**config.mk**
```make
export PLATFORM = sky130hd
export DESIGN_NAME = id_hazard_unit
export DESIGN_NICKNAME = d
export VERILOG_FILES = /design/src/rtl/id_hazard_unit_pkg.sv /design/src/rtl/id_hazard_unit_df_port_sel.sv /design/src/rtl/id_hazard_unit.sv
export SDC_FILE = /design/constraint.sdc
export NUM_CORES = 1
export LEC_CHECK = 0
export CAP_MARGIN = 15
export CORE_AREA = 4 4 200 202
export DETAILED_ROUTE_END_ITERATION = 8
export DIE_AREA = 0 0 204 206
export SLEW_MARGIN = 30
export SYNTH_ARGS = -nofsm -noshare
export SYNTH_HDL_FRONTEND = slang
export SYNTH_SLANG_ARGS = --single-unit
```
**constraint.sdc**
```tcl
create_clock -name clk -period 5.11 [get_ports clk]
set_input_delay 1.022 -clock clk [delete_from_list [all_inputs] [get_ports clk]]
set_output_delay 1.022 -clock clk [all_outputs]
set_load 0.01 [all_outputs]
```
**src/rtl/id_hazard_unit_pkg.sv**
```systemverilog
// id_hazard_unit_pkg: shared MDU state encoding, default latencies and register-0 constant
package id_hazard_unit_pkg;

  typedef enum logic [1:0] {
    MDU_IDLE = 2'd0,
    MDU_BUSY = 2'd1,
    MDU_DONE = 2'd2
  } mdu_state_e;

  localparam int MUL_LAT_DEF = 4;
  localparam int DIV_LAT_DEF = 32;
  localparam logic [4:0] REG_ZERO = 5'd0;

endpackage

```
**src/rtl/id_hazard_unit_df_port_sel.sv**
```systemverilog
// df_port_sel: per-source forwarding mux and load-use hazard detect
module df_port_sel
  import id_hazard_unit_pkg::*;
#(
  parameter int XLEN = 32,
  parameter int NSTG = 2
) (
  input  logic [4:0]           addr,
  input  logic                 rena,
  input  logic [XLEN-1:0]      rf_data,
  input  logic [NSTG-1:0]      stg_valid,
  input  logic [NSTG-1:0]      stg_rf_wena,
  input  logic [NSTG-1:0]      stg_rf_ready,
  input  logic [5*NSTG-1:0]    stg_rf_waddr,
  input  logic [XLEN*NSTG-1:0] stg_rf_wdata,
  output logic [XLEN-1:0]      data,
  output logic                 hazard
);

  // scan oldest to youngest so the youngest match wins; its ready flag alone decides the hazard
  always_comb begin
    data   = rf_data;
    hazard = 1'b0;
    for (int i = NSTG - 1; i >= 0; i--)
      if (stg_valid[i] && stg_rf_wena[i] && rena && addr != REG_ZERO &&
          stg_rf_waddr[5*i +: 5] == addr) begin
        data   = stg_rf_wdata[XLEN*i +: XLEN];
        hazard = ~stg_rf_ready[i];
      end
  end

endmodule

```
**src/rtl/id_hazard_unit.sv**
```systemverilog
// id_hazard_unit: ID-stage operand forwarding, load-use and MDU interlock, stall counter
module id_hazard_unit
  import id_hazard_unit_pkg::*;
#(
  parameter int XLEN    = 32,
  parameter int NSTG    = 2,
  parameter int MUL_LAT = MUL_LAT_DEF,
  parameter int DIV_LAT = DIV_LAT_DEF
) (
  input  logic                 clk,
  input  logic                 rst,
  input  logic                 id_valid,
  input  logic [4:0]           rs_addr,
  input  logic [4:0]           rt_addr,
  input  logic                 rs_rena,
  input  logic                 rt_rena,
  input  logic [XLEN-1:0]      rs_rf,
  input  logic [XLEN-1:0]      rt_rf,
  input  logic                 hi_rd,
  input  logic                 lo_rd,
  input  logic [XLEN-1:0]      hi_reg,
  input  logic [XLEN-1:0]      lo_reg,
  input  logic                 mdu_issue,
  input  logic                 mdu_div,
  input  logic [NSTG-1:0]      stg_valid,
  input  logic [NSTG-1:0]      stg_rf_wena,
  input  logic [NSTG-1:0]      stg_rf_ready,
  input  logic [NSTG-1:0]      stg_hi_wena,
  input  logic [NSTG-1:0]      stg_lo_wena,
  input  logic [5*NSTG-1:0]    stg_rf_waddr,
  input  logic [XLEN*NSTG-1:0] stg_rf_wdata,
  input  logic [XLEN*NSTG-1:0] stg_hi_wdata,
  input  logic [XLEN*NSTG-1:0] stg_lo_wdata,
  output logic [XLEN-1:0]      rs_data,
  output logic [XLEN-1:0]      rt_data,
  output logic [XLEN-1:0]      hi_data,
  output logic [XLEN-1:0]      lo_data,
  output logic                 stall,
  output logic                 mdu_busy,
  output logic [31:0]          stall_cnt
);

  mdu_state_e  state_q, state_d;
  logic [31:0] cnt_q, cnt_d;
  logic [31:0] stall_cnt_q, stall_cnt_d;
  logic        rs_hz, rt_hz, mdu_hz, issue;

  df_port_sel #(.XLEN(XLEN), .NSTG(NSTG)) u_rs_sel (
    .addr(rs_addr), .rena(rs_rena), .rf_data(rs_rf),
    .stg_valid(stg_valid), .stg_rf_wena(stg_rf_wena), .stg_rf_ready(stg_rf_ready),
    .stg_rf_waddr(stg_rf_waddr), .stg_rf_wdata(stg_rf_wdata),
    .data(rs_data), .hazard(rs_hz)
  );

  df_port_sel #(.XLEN(XLEN), .NSTG(NSTG)) u_rt_sel (
    .addr(rt_addr), .rena(rt_rena), .rf_data(rt_rf),
    .stg_valid(stg_valid), .stg_rf_wena(stg_rf_wena), .stg_rf_ready(stg_rf_ready),
    .stg_rf_waddr(stg_rf_waddr), .stg_rf_wdata(stg_rf_wdata),
    .data(rt_data), .hazard(rt_hz)
  );

  // HI/LO forwarding: youngest valid writer wins, else architectural value
  always_comb begin
    hi_data = hi_reg;
    lo_data = lo_reg;
    for (int i = NSTG - 1; i >= 0; i--) begin
      if (stg_valid[i] && stg_hi_wena[i]) hi_data = stg_hi_wdata[XLEN*i +: XLEN];
      if (stg_valid[i] && stg_lo_wena[i]) lo_data = stg_lo_wdata[XLEN*i +: XLEN];
    end
  end

  // stall combines hazards of the instruction in ID; MDU term vanishes in reset since state is IDLE
  always_comb begin
    mdu_hz   = state_q == MDU_BUSY && (hi_rd || lo_rd || mdu_issue);
    stall    = id_valid && (rs_hz || rt_hz || mdu_hz);
    issue    = id_valid && mdu_issue && !stall;
    mdu_busy = state_q == MDU_BUSY;
  end

  // MDU tracker next state; DONE accepts a new issue exactly like IDLE
  always_comb begin
    state_d     = state_q;
    cnt_d       = cnt_q;
    stall_cnt_d = stall_cnt_q + {31'd0, stall && !(&stall_cnt_q)};
    case (state_q)
      MDU_BUSY: begin
        state_d = cnt_q == '0 ? MDU_DONE : MDU_BUSY;
        cnt_d   = cnt_q == '0 ? cnt_q : cnt_q - 32'd1;
      end
      default: begin
        state_d = issue ? MDU_BUSY : MDU_IDLE;
        cnt_d   = !issue ? cnt_q : mdu_div ? 32'(DIV_LAT - 1) : 32'(MUL_LAT - 1);
      end
    endcase
  end

  // state registers, cleared asynchronously to abort any in-flight MDU tracking
  always_ff @(posedge clk or negedge rst) begin
    if (!rst) begin
      state_q     <= MDU_IDLE;
      cnt_q       <= '0;
      stall_cnt_q <= '0;
    end else begin
      state_q     <= state_d;
      cnt_q       <= cnt_d;
      stall_cnt_q <= stall_cnt_d;
    end
  end

  assign stall_cnt = stall_cnt_q;

endmodule

```
==> impl_results.md <==
* CP dominant cell by count: clkdlybuf4s50_1
* Placed Cells at 1,836
* Worst setup margin at 0.195 ns
* Worst R2R End: cnt_q[13]
* Area Growth Syn to Fin at 100%
* Mapped Cells at 823
* Final Hold Fails at 0
* Yosys top cell area share at 26.1%
* Design area at 0.0126 mm2
* Delay-heaviest family, CP: buffers and inverters
* H-tree levels at 3
* Nets at 1,695
* Worst-case clock skew at 0.00527 ns
* Top FF cell, synth: dfrtp_1
* Biggest area consumer among synthesized cells: dfrtp_1
* Number of I/O pins at 521
* Reg2reg path depth at 8
* Worst Path Required at 4.09 ns
* #FFs+latches synth at 66
* Multi-input gate area at 0.00447 mm2
* Worst Setup End Kind: primary output
* Crit Path Category: input pin to primary output
* Slew Viols, Final at 0
* Worst min path class: flip-flop to flip-flop
* Unrepaired setup endpoints after global routing: no
* FP Rows at 72
* Setup-failing EPs final at 0
* Period minus WS final at 4.92 ns
* Setup Slack @ Placement at 0.0567 ns
* Min-Delay Endpoint: stall_cnt[22]
* Final cell count without fillers at 1,865
* Critical path peak fanout at 3
* Clk slew on worst S/H paths at 0.06 ns
* Initial core utilization at 16.5%
* Largest cells by area after synthesis: dfrtp_1 (26%), mux2i_1 (20%), o21ai_0 (9.4%)
* Hold path startpoint: stall_cnt[22]
* Initial antenna violation count at 15
* Period utilization at 96.2%
* CP peak stage delay at 0.73 ns
* Crit. path cell count at 8
* Clock sinks at 66
* R2r setup slk at 2.24 ns
* Post-Synthesis Net Count at 1,186
* Share of cells above drive strength 1 at 5.61%
* Largest net degree at the start of global routing at 65
* Post-Syn Area at 0.00632 mm2
* Hold path depth at 1
* Worst path slowest cell: or4_2
* ANT nets after route at 0
* First DRT Iteration DRCs at 557
* Post-layout util at 33.0%
* Pwr/cell area at 163 mW/mm2
* Max Cap Viol at 0
* Gpl congestion at 0.918
* Pwr Total at 2.07 mW
* Post-synthesis compound-gate area fraction at 18.0%
* Via density per instance at 4.41
* Final TNS setup at 0 ns
* Hold-fix buffers, CTS at 0
* Dpl cell area at 0.0123 mm2
* Register area share after synthesis at 26.1%
* Synth Area in Adders at 0.792%
* Measured slew at the worst slew-check pin at 0.771 ns
* Synth cell count leaders: nand2_1 (134), mux2i_1 (129), o21ai_0 (119)
* Core Region at 0.0383 mm2
* Post-synthesis xor/xnor area fraction at 7.07%
* YS warnings at 0
* CTS tree: yes
* Reg-to-reg startpoint: cnt_q[9]
* First-pass detailed-route iteration total at 5
* Fmax at 0.203 GHz
* Leak pwr at 4.77 nW
* Synth Area in Simple Gates at 23.4%
* Count of buffers from port buffering at 520
* Slew HR at 48.6%
* Post_cts resized at 0
* GRT Total Usage at 16.7%
* Critical path buffer and inverter count at 2
* WL final at 37,700 um
* CP arrival at 3.89 ns
* Area of the die at 0.0420 mm2
* CP cell instances: clkdlybuf4s50_1 -> or4_1 -> o21ai_0 -> or4_2 -> nor2b_1 -> o22ai_2 -> o21a_1 -> clkdlybuf4s50_1
* Root buf cell: clkbuf_16
* Post-CTS Setup Bufs at 0
* Synth Area per Inst at 7.68 um2
* Asr flop ratio synth at 100%
* # fillers at 3,988
* Most common cell in the synthesized netlist: nand2_1
* Clock buffer depth at 2
* Peak supply drop at 0.000131 V
* Grt total ovfl at 0
* Startpoint Class: input pin
* Clk_lat worst skew at 0.33 ns
* Main combinational cell family by area after synthesis: simple AND/OR/NAND/NOR gates
* Post-DR wirelength/cell at 20.2 um
* Status: finished clean
* Remaining DRCs at 0
* Synth unique cells at 55
* Vias in the first global route at 8,432
* Die Y-Extent at 206 um
* Post-synth EDFFs at 0
* Sequential Area at 0.00165 mm2
* Vias at 8,220
* DPL Wire Length at 32,100 um
* Multiplexer share of the synthesized area at 20.6%
* Die W at 204 um
* Global-route wire length before repair at 53,700 um
* Worst hold margin at 0.484 ns
* Num CTS Buffers at 9
-- placed cells by master (no fill, tap or decap), drive strengths merged, types with 5 or more instances in the layout --
| master | instances |
|---|---|
| a21oi | 36 |
| a31o | 7 |
| a31oi | 12 |
| a32oi | 6 |
| and2 | 5 |
| and3 | 5 |
| buf | 30 |
| clkbuf | 9 |
| clkdlybuf4s50 | 519 |
| dfrtp | 66 |
| diode | 10 |
| inv | 13 |
| mux2i | 129 |
| nand2 | 134 |
| nand3 | 22 |
| nand4 | 12 |
| nor2 | 56 |
| nor3 | 19 |
| nor4 | 7 |
| o21ai | 122 |
| or2 | 5 |
| or3 | 18 |
| or4 | 12 |
| xnor2 | 37 |
| xor2 | 14 |
-- worst register-to-register path, stage by stage (launching register included) --
cell	delay (ns)
dfrtp_1	0.43
or3_1	0.49
nor4_4	0.39
nand3_2	0.21
o31ai_4	0.52
buf_4	0.39
nor3_1	0.09
a31oi_1	0.14
o21ai_0	0.10
-- layer usage --
metal	routed length, um	GRT usage, %	up-vias
li1	-	-	3993
met1	14700	19.8	3826
met2	19100	28.5	348
met3	3170	5.49	45
met4	749	5.74	8
met5	55	0	-
-- state kept, by name, summed over array words and instances (netlist names) --
register / count
cnt_q: 32
stall_cnt: 32
state_q: 2
-- report_power, final --
part,internal [mW],switching (mW)
combinational,0.507,0.302
clock,0.431,0.242
sequential,0.547,0.0367
-- area by class of cell --
type	count	area share (%)
Clock buffer	9	1.78
Inverter	12	0.356
Clock inverter	7	0.801
Multi-Input combinational cell	694	35.3
Timing Repair Buffer	549	43.4
Tap cell	518	5.12
Sequential cell	66	13.1
Antenna cell	10	0.198
-- cells by family after synthesis --
family | count (synthesis)
buffers and inverters | 63
DFF | 66
xor gates and xnor gates | 51
AOI/OAI and AO/OA | 201
adders and majority gates | 4
and+or+nand+nor | 308
muxes | 130
-- worst max path at each step --
stage,start,endpoint,slack [ns]
after global routing,rt_addr[3],stall,0.08
final,rt_addr[3],stall,0.19
after detailed placement,rt_addr[2],stall_cnt[31],0.06
after global placement,stg_rf_waddr[6],rs_data[20],-0.05
after floorplan,rs_addr[1],stall_cnt[31],1.06
after CTS,stg_rf_waddr[6],rt_data[5],0.07
No activity file was read; power rests on OpenSTA's default activity.
